`src/rtl/pet_need_fsm.sv`:
```
// Hunger/health state machine for the virtual pet: owns the need level, decays it on
// timebase ticks, raises it while feeding, and decodes state, enables and display value.
module pet_need_fsm #(
    parameter int LEVEL_W     = 3,
    parameter int LEVEL_MAX   = 7,
    parameter int HUNGRY_TH   = 4,
    parameter int STARVE_TH   = 1,
    parameter int DECAY_TICKS = 4,
    parameter int FEED_TICKS  = 2,
    parameter int SICK_TICKS  = 3,
    parameter int DISP_W      = 8
) (
    input  logic               clk,
    input  logic               reset,
    input  logic               tick,
    input  logic               btn_food,
    input  logic               btn_med,
    output logic [2:0]         state_code,
    output logic [LEVEL_W-1:0] level,
    output logic               food_enable,
    output logic               med_enable,
    output logic [DISP_W-1:0]  disp_value
);

    typedef enum logic [2:0] {
        S_IDLE     = 3'd0,
        S_HUNGRY   = 3'd1,
        S_STARVING = 3'd2,
        S_EATING   = 3'd3,
        S_SICK     = 3'd4
    } state_t;

    localparam int DC_W = $clog2(DECAY_TICKS + 1);
    localparam int FC_W = $clog2(FEED_TICKS + 1);
    localparam int SC_W = $clog2(SICK_TICKS + 1);

    localparam logic [LEVEL_W-1:0] LVL_MAX    = LEVEL_W'(LEVEL_MAX);
    localparam logic [LEVEL_W-1:0] LVL_HUNGRY = LEVEL_W'(HUNGRY_TH);
    localparam logic [LEVEL_W-1:0] LVL_STARVE = LEVEL_W'(STARVE_TH);
    localparam logic [DC_W-1:0]    DECAY_LAST = DC_W'(DECAY_TICKS - 1);
    localparam logic [FC_W-1:0]    FEED_LAST  = FC_W'(FEED_TICKS - 1);
    localparam logic [SC_W-1:0]    SICK_LAST  = SC_W'(SICK_TICKS - 1);

    state_t              state, state_nxt;
    logic [LEVEL_W-1:0]  level_nxt;
    logic [DC_W-1:0]     decay_cnt, decay_nxt;
    logic [FC_W-1:0]     feed_cnt, feed_nxt, feed_base;
    logic [SC_W-1:0]     sick_cnt, sick_nxt;
    logic                btn_med_q;
    logic                food_lock, lock_nxt;
    logic                feed_ok, med_rise, entering;
    logic                food_en_nxt, med_en_nxt;
    logic [DISP_W-1:0]   disp_nxt;

    function automatic logic [LEVEL_W-1:0] sat_inc(input logic [LEVEL_W-1:0] lv);
        return (lv >= LVL_MAX) ? LVL_MAX : lv + 1'b1;
    endfunction

    function automatic logic [LEVEL_W-1:0] sat_dec(input logic [LEVEL_W-1:0] lv);
        return (lv == '0) ? '0 : lv - 1'b1;
    endfunction

    // Next-state decode from the registered level and counters
    always_comb begin
        feed_ok   = btn_food & ~food_lock;
        med_rise  = btn_med & ~btn_med_q;
        state_nxt = S_IDLE;
        case (state)
            S_IDLE: begin
                if (level <= LVL_STARVE)      state_nxt = S_STARVING;
                else if (level <= LVL_HUNGRY) state_nxt = S_HUNGRY;
                else if (feed_ok)             state_nxt = S_EATING;
                else                          state_nxt = S_IDLE;
            end
            S_HUNGRY: begin
                if (level <= LVL_STARVE) state_nxt = S_STARVING;
                else if (feed_ok)        state_nxt = S_EATING;
                else                     state_nxt = S_HUNGRY;
            end
            S_STARVING: begin
                if (feed_ok)                                             state_nxt = S_EATING;
                else if (tick && level == '0 && sick_cnt == SICK_LAST)   state_nxt = S_SICK;
                else                                                     state_nxt = S_STARVING;
            end
            S_EATING: begin
                if (!btn_food || level == LVL_MAX) begin
                    if (level > LVL_HUNGRY)      state_nxt = S_IDLE;
                    else if (level > LVL_STARVE) state_nxt = S_HUNGRY;
                    else                         state_nxt = S_STARVING;
                end else begin
                    state_nxt = S_EATING;
                end
            end
            S_SICK:  state_nxt = med_rise ? S_STARVING : S_SICK;
            default: state_nxt = S_IDLE;
        endcase

        // Feeding takes the tick on the entry edge, so decay sees nothing then
        entering  = (state != S_EATING) && (state_nxt == S_EATING);
        level_nxt = level;
        decay_nxt = decay_cnt;
        feed_nxt  = feed_cnt;
        feed_base = entering ? '0 : feed_cnt;
        if (state == S_EATING || entering) begin
            feed_nxt = feed_base;
            if (tick) begin
                if (feed_base == FEED_LAST) begin
                    feed_nxt  = '0;
                    level_nxt = sat_inc(level);
                end else begin
                    feed_nxt = feed_base + 1'b1;
                end
            end
        end else if (tick) begin
            if (decay_cnt == DECAY_LAST) begin
                decay_nxt = '0;
                level_nxt = sat_dec(level);
            end else begin
                decay_nxt = decay_cnt + 1'b1;
            end
        end

        sick_nxt = '0;
        if (state == S_STARVING && state_nxt == S_STARVING && level == '0)
            sick_nxt = tick ? sick_cnt + 1'b1 : sick_cnt;

        lock_nxt = food_lock;
        if (!btn_food)
            lock_nxt = 1'b0;
        else if (state == S_EATING && state_nxt != S_EATING)
            lock_nxt = 1'b1;

        food_en_nxt = (state_nxt == S_IDLE) || (state_nxt == S_HUNGRY) || (state_nxt == S_STARVING);
        med_en_nxt  = (state_nxt == S_SICK);
        disp_nxt    = DISP_W'(state_nxt) * DISP_W'(10) + DISP_W'(level_nxt);
    end

    always_ff @(posedge clk or negedge reset) begin
        if (!reset) begin
            state       <= S_IDLE;
            level       <= LVL_MAX;
            decay_cnt   <= '0;
            feed_cnt    <= '0;
            sick_cnt    <= '0;
            btn_med_q   <= 1'b0;
            food_lock   <= 1'b0;
            food_enable <= 1'b1;
            med_enable  <= 1'b0;
            disp_value  <= DISP_W'(LEVEL_MAX);
        end else begin
            state       <= state_nxt;
            level       <= level_nxt;
            decay_cnt   <= decay_nxt;
            feed_cnt    <= feed_nxt;
            sick_cnt    <= sick_nxt;
            btn_med_q   <= btn_med;
            food_lock   <= lock_nxt;
            food_enable <= food_en_nxt;
            med_enable  <= med_en_nxt;
            disp_value  <= disp_nxt;
        end
    end

    assign state_code = state;

endmodule
```
`config.mk`:
```
export PLATFORM = sky130hd
export DESIGN_NAME = pet_need_fsm
export DESIGN_NICKNAME = d
export VERILOG_FILES = /design/src/rtl/pet_need_fsm.sv
export SDC_FILE = /design/constraint.sdc
export NUM_CORES = 1
export LEC_CHECK = 0
export ABC_AREA = 1
export ABC_CLOCK_PERIOD_IN_PS = 6700
export CORE_MARGIN = 4
export CORE_UTILIZATION = 50
export DETAILED_ROUTE_END_ITERATION = 10
export DONT_BUFFER_PORTS = 1
export PLACE_DENSITY = 0.76
export SKIP_LAST_GASP = 1
export SLEW_MARGIN = 20
export SYNTH_ARGS = -nofsm -noshare
export SYNTH_HDL_FRONTEND = slang
export SYNTH_SLANG_ARGS = --single-unit
```
`constraint.sdc`:
```
create_clock -name clk -period 6.7 [get_ports clk]
set_input_delay 0.67 -clock clk [delete_from_list [all_inputs] [get_ports clk]]
set_output_delay 0.67 -clock clk [all_outputs]
set_load 0.05 [all_outputs]
```
# Word-level counts from Yosys, hierarchy flattened
# Index checks and enable logic that the tools add are counted.
[op_classes] mul=1 n_reduce_logical=15 mux=27 add_sub_neg=6 magnitude_cmp=5 n_eq_ne=16 n_bitwise=5
[op_table] cell="$mux W3" count=12
[op_table] cell="$mux W2" count=12
[op_table] cell="$eq A3 B2 Y1 const B" count=5
[op_table] cell="$pmux W3 S5" count=1
[op_table] cell="$eq A3 B3 Y1 const B" count=3
[op_table] cell="$logic_not A3 Y1" count=3
[op_table] cell="$add A7 B3 Y8" count=1
[op_table] cell="$add A3 B1 Y3 const B" count=2
[op_table] cell="$eq A3 B1 Y1 const B" count=2
[op_table] cell="$logic_and A1 B1 Y1" count=6
[op_table] cell="$mul A3 B3 Y6 const B" count=1
[op_table] cell="$ne A3 B2 Y1 const B" count=2
[op_table] cell="$add A2 B1 Y2 const B" count=2
[op_table] cell="$logic_or A1 B1 Y1" count=4
[op_table] cell="$ge A3 B3 Y1 const B" count=1
[op_table] cell="$gt A3 B1 Y1 const B" count=1
[op_table] cell="$gt A3 B3 Y1 const B" count=1
[op_table] cell="$le A3 B1 Y1 const B" count=1
[op_table] cell="$le A3 B3 Y1 const B" count=1
[op_table] cell="$not A1 Y1" count=3
[op_table] cell="$sub A3 B1 Y3 const B" count=1
[op_table] cell="$and A1 B1 Y1" count=2
[op_table] cell="$eq A2 B1 Y1 const B" count=1
[op_table] cell="$eq A2 B2 Y1 const B" count=1
[op_table] cell="other kinds (5)" count=6
[word_totals] in_bits=5 word_cells=85 register_bits=25 out_inout_bits=16

# Depth between registers and ports, before layout
[logic_depth] depth_word=14 ltp_mapped=20 mapped_depth_nobuf=20

# Least setup slack after synthesis
# No wires, ideal clock.
[synth_timing] path_kind="reg2reg" from="register, netlist name disp_value[0]" to="register disp_value[5]" arrival_ns=2.869 required_ns=6.577 n_path_buf=0 path_stages_with_launch=20 setup_ns=0.123 path_slack_ns=3.708 period_less_slack_ns=2.992 path_cell_list="dfstp_2 > inv_1 > ha_1 > inv_1 > nand2_1 > nand2_1 > nand2_1 > nand2_1 > nand2_4 > nand3_4 > nand3_1 > nand2_1 > nand3_1 > nand2_1 > ha_1 > inv_1 > fa_1 > nor2_1 > nand2_1 > xor2_1"
[synth_rtl] element="end signal: assignment" line="149" text="disp_value <= DISP_W'(LEVEL_MAX);"
[synth_rtl] element="end signal: assignment" line="160" text="disp_value <= disp_nxt;"
[synth_rtl] element="end: declaration" line="22" text="output logic [DISP_W-1:0] disp_value"

==> results.md <==
Synth:
- The largest total area in the synthesized netlist belongs to sky130_fd_sc_hd__dfrtp_1.
- Dividing the synthesized area by the synthesized cell count gives 8.46 um^2.
- The synthesized net count is 204.
- The compound-gate portion of the synthesized area is 4.61%.
- After Yosys synthesis, and, or, nand and nor cells account for 34.4% of the synthesized area.
- The area share of xor/xnor cells in the synthesized design is 2.23%.
- The proportion of netlist area held by the largest area contributor is 28.6%.
- Of the post-synthesis cell area, the part taken by muxes is 0%.
- The cell area after synthesis is 1570 um^2.
- The number of enable flip-flop cells after synthesis is 0.
- The count of warnings emitted by yosys is 0.
- The netlist uses 34 different library cells.
- After synthesis, the largest family of logic cells by area is simple AND/OR/NAND/NOR gates.
- Counting flops with an async set or reset pin after synthesis yields a share of 100%.
- Of the total synthesized cell area, the portion taken by full adders, half adders and majority gates is 10.8%.
- The post-synthesis register bit count is 24.
- The number of instances in the synthesized netlist is 186.
- Among all flip-flop cells after synthesis, the most frequent one is sky130_fd_sc_hd__dfrtp_1.
- By area the synthesized netlist is led by sky130_fd_sc_hd__dfrtp_1 29%, sky130_fd_sc_hd__dfstp_2 10%, sky130_fd_sc_hd__ha_1 9.5%.
- The sequential-to-total area share from yosys stat is 38.6%.

Timing:
- The post-layout minimum cycle time is 3.45 ns.
- The timing-limited maximum frequency is 290 MHz.
- The actual transition at the worst max-transition pin is 0.867 ns.
- The number of max-slew violations in the final report is 0.
- Hold is met by 0.157 ns.
- The worst path meets setup with 3.25 ns of slack.
- In this run the tightest slew margin relative to its limit is 42.0%.
- In the finished design, the share of the clock period the worst path needs comes to 51.5%.
- Summed over all failing endpoints, the final setup total negative slack is 0 ns.
- The worst setup skew after layout is 0.00584 ns.
- Setup violations remaining at the end of the flow were counted as 0.
- Setup repair after global routing left no endpoint under its margin.
- The number of failing hold endpoints at the final stage is 0.

Worst setup path:
- The slowest stage of the critical path is the sky130_fd_sc_hd__dfstp_2 cell.
- The worst setup path category is flop to flop.
- The critical path's most frequent cell is sky130_fd_sc_hd__nand2_1.
- Traced cell by cell, the critical path runs through inv_1 -> ha_1 -> inv_1 -> nand2_1 -> nand2_1 -> nand2_1 -> nand2_1 -> nand2_4 -> nand3_4 -> nand3_1 -> nand2_1 -> nand3_1 -> nand2_1 -> ha_1 -> inv_1 -> fa_1 -> nor2_1 -> nand2_1 -> xor2_1.
- The data arrival time at the worst-slack endpoint is 3.68 ns.
- The critical path starts at disp_value[0]$_DFFE_PN1P_.
- The number of buffer and inverter instances along the worst setup path is 3.
- The maximum cell stage delay along the critical path is 0.95 ns.
- The capturing element type of the critical path is a flop.
- The biggest fanout along the worst timing path is 8.
- The cell family contributing the most delay on the critical path is simple AND/OR/NAND/NOR gates.
- In this run the critical register-to-register path is launched from disp_value[0]$_DFFE_PN1P_.
- The required arrival time at the worst endpoint is 6.93 ns.
- STA classifies the critical path startpoint as a flop.

Clock tree:
- The number of buffers added by the clock tree synthesis step is 3.
- Once the clock tree was built, the resizer swapped 0 gates to a different size.
- TritonCTS built the clock tree.
- The TritonCTS sink count is 24.
- The clock root buffer is sky130_fd_sc_hd__clkbuf_4.
- In this run the deepest clock path goes through 2 buffers.
- The CTS H-tree depth is 1.
- The total of hold buffers inserted after clock tree synthesis is 0.
- Post-CTS timing repair inserted 0 buffers for setup.
- The register clock-pin slew on the reported worst setup and hold paths is 0.14 ns.
- For the worst-skew pair, the clock arrives at the later sink with an insertion delay of 0.33 ns.

Drt:
- The detailed-routing iteration count for the pre-antenna-repair pass is 4.
- The number of remaining DRC errors is 0.
- In the final routed layout, each cell accounts on average for 12.5 um.
- The total detailed-routing wirelength is 2910 um.
- The total number of vias is 1162.
- In this run, the number of DRC markers left after iteration 0 of detailed routing was 55.
- The ratio of routed vias to standard cells is 4.99.
- The antenna violation net count after detailed routing is 0.

GRT:
- The met3 track demand over resource is 3.34%.
- In this run the most used layer during global routing was met2.
- The routing usage on met1 is 19.6%.
- The number of antenna violations at the first check in global routing was 0.
- The met2 demand-to-capacity share in global routing is 24.8%.
- The number of global-route vias before repair is 1175.
- The maximum number of pins on one net before global-route repair is 25.
- The first-pass GRT wire length is 5060 um.
- The global-route congestion overflow total is 0.
- The global routing usage summed across all routing layers is 15.3%.

Placed design:
- In this run the tool buffered the top-level ports with 0 buffer cells.
- The number of instances in the placed design is 228.
- The weighted congestion reported at the end of routability-driven placement is 0.905.
- Before CTS, the worst setup slack after placement is 3.29 ns.
- Summed over all nets, the half-perimeter wirelength after detailed placement is 2180 um.

Die:
- The height of the die is 64.1 um.
- The die covers 4110 um^2.
- 21 I/O pins were placed.
- The core outline area is 3030 um^2.
- The horizontal extent of the die is 64.1 um.
- Once the floorplan was initialized, standard cells occupied 52.0% of the core.
- The site row count is 20.

Layout:
- In the final layout, the multi-input gates occupy 820 um^2.
- Counting the fill cells in the layout gives 290.
- The sequential standard cell area is 608 um^2.
- The final standard cell count with taps included and fillers excluded is 233.
- Cells with a size suffix above 1 make up 16.9% of the layout.
- The number of antenna diodes is 0.
- The number of nets in the layout is 208.
- Relative to the synthesized area, the layout overhead comes to 6.52%.

Run:
- Across the run, the number of max-cap violations was 0.

Outcome:
- The run finished with clean final reports.

Hold path:
- The class of the tightest hold or removal check is input pin to async pin.
## cell usage after synthesis, types with 3 or more instances
| cell type | count |
|---|---|
| sky130_fd_sc_hd__ha_1 | 12 |
| sky130_fd_sc_hd__nand4_1 | 8 |
| sky130_fd_sc_hd__inv_2 | 3 |
| sky130_fd_sc_hd__nand3_2 | 3 |
| sky130_fd_sc_hd__nand2_1 | 39 |
| sky130_fd_sc_hd__nand2_2 | 5 |
| sky130_fd_sc_hd__nand3_1 | 13 |
| sky130_fd_sc_hd__dfstp_2 | 6 |
| sky130_fd_sc_hd__xor2_1 | 3 |
| sky130_fd_sc_hd__a21oi_1 | 3 |
| sky130_fd_sc_hd__dfrtp_1 | 18 |
| sky130_fd_sc_hd__inv_1 | 32 |
| sky130_fd_sc_hd__nor2_1 | 14 |
## state kept, by name, summed over array words and instances (netlist names)
| name | flops |
|---|---|
| disp_value | 8 |
| feed_cnt | 2 |
| med_enable | 1 |
| state_code | 3 |
| sick_cnt | 2 |
| food_lock | 1 |
| decay_cnt | 3 |
| level | 2 |
| food_enable | 1 |
| btn_med_q | 1 |
## layout by cell type, fill, tap and decap left out, drive strengths merged, types with 2 or more instances in the layout
cell type  count
dfstp          6
nand2         48
clkbuf         3
xor2           3
nor3           4
nand3         17
or2            2
inv           35
a21oi          3
nand4          8
nor2          17
ha            12
dfrtp         18
o21ai          4
## final timing paths
kind	to	slack [ns]	cells after the start
setup / recovery	disp_value[5]$_DFF_PN0_	3.25	19
hold / removal	level[1]$_DFF_PN1_	0.16	0
setup reg to reg	disp_value[5]$_DFF_PN0_	3.25	19
hold reg to reg	decay_cnt[1]$_DFFE_PN0P_	0.50	2
max in group asynchronous	feed_cnt[0]$_DFFE_PN0N_	5.29	1
min in group clk	btn_med_q$_DFF_PN0_	0.35	0
## cells by family (layout without fill, tap and decap cells)
group           after synthesis  in the layout
buf+inv                      37             40
compound gates               12             12
flops                        24             24
fa+ha+maj                    13             13
xor+xnor                      4              4
simple gates                 96             96
## stage by stage
| step | utilization, % | area, um^2 |
|---|---|---|
| after floorplan | - | 1570 |
| after global placement | 53.3 | 1610 |
| after detailed placement | 53.3 | 1610 |
| after CTS | 55.0 | 1670 |
| after global routing | 55.4 | 1680 |
| final | 55.4 | 1680 |
## metal layers
layer	vias up	share of wire, %
met5	-	0
met2	21	47
li1	599	-
met1	540	46
met3	2	5.6
met4	0	1.0
## final cells by class
type	instances	share of cell area, %
multi-input cells	125	48.9
flip-flops and latches	24	36.3
inverters	35	7.84
well taps	44	3.28
clock inverters	1	1.79
clock buffers	3	1.34
repair buffers	1	0.597
Power is not shown: default switching activity piles up to over one toggle a cycle in this logic, so the estimate is an artifact.
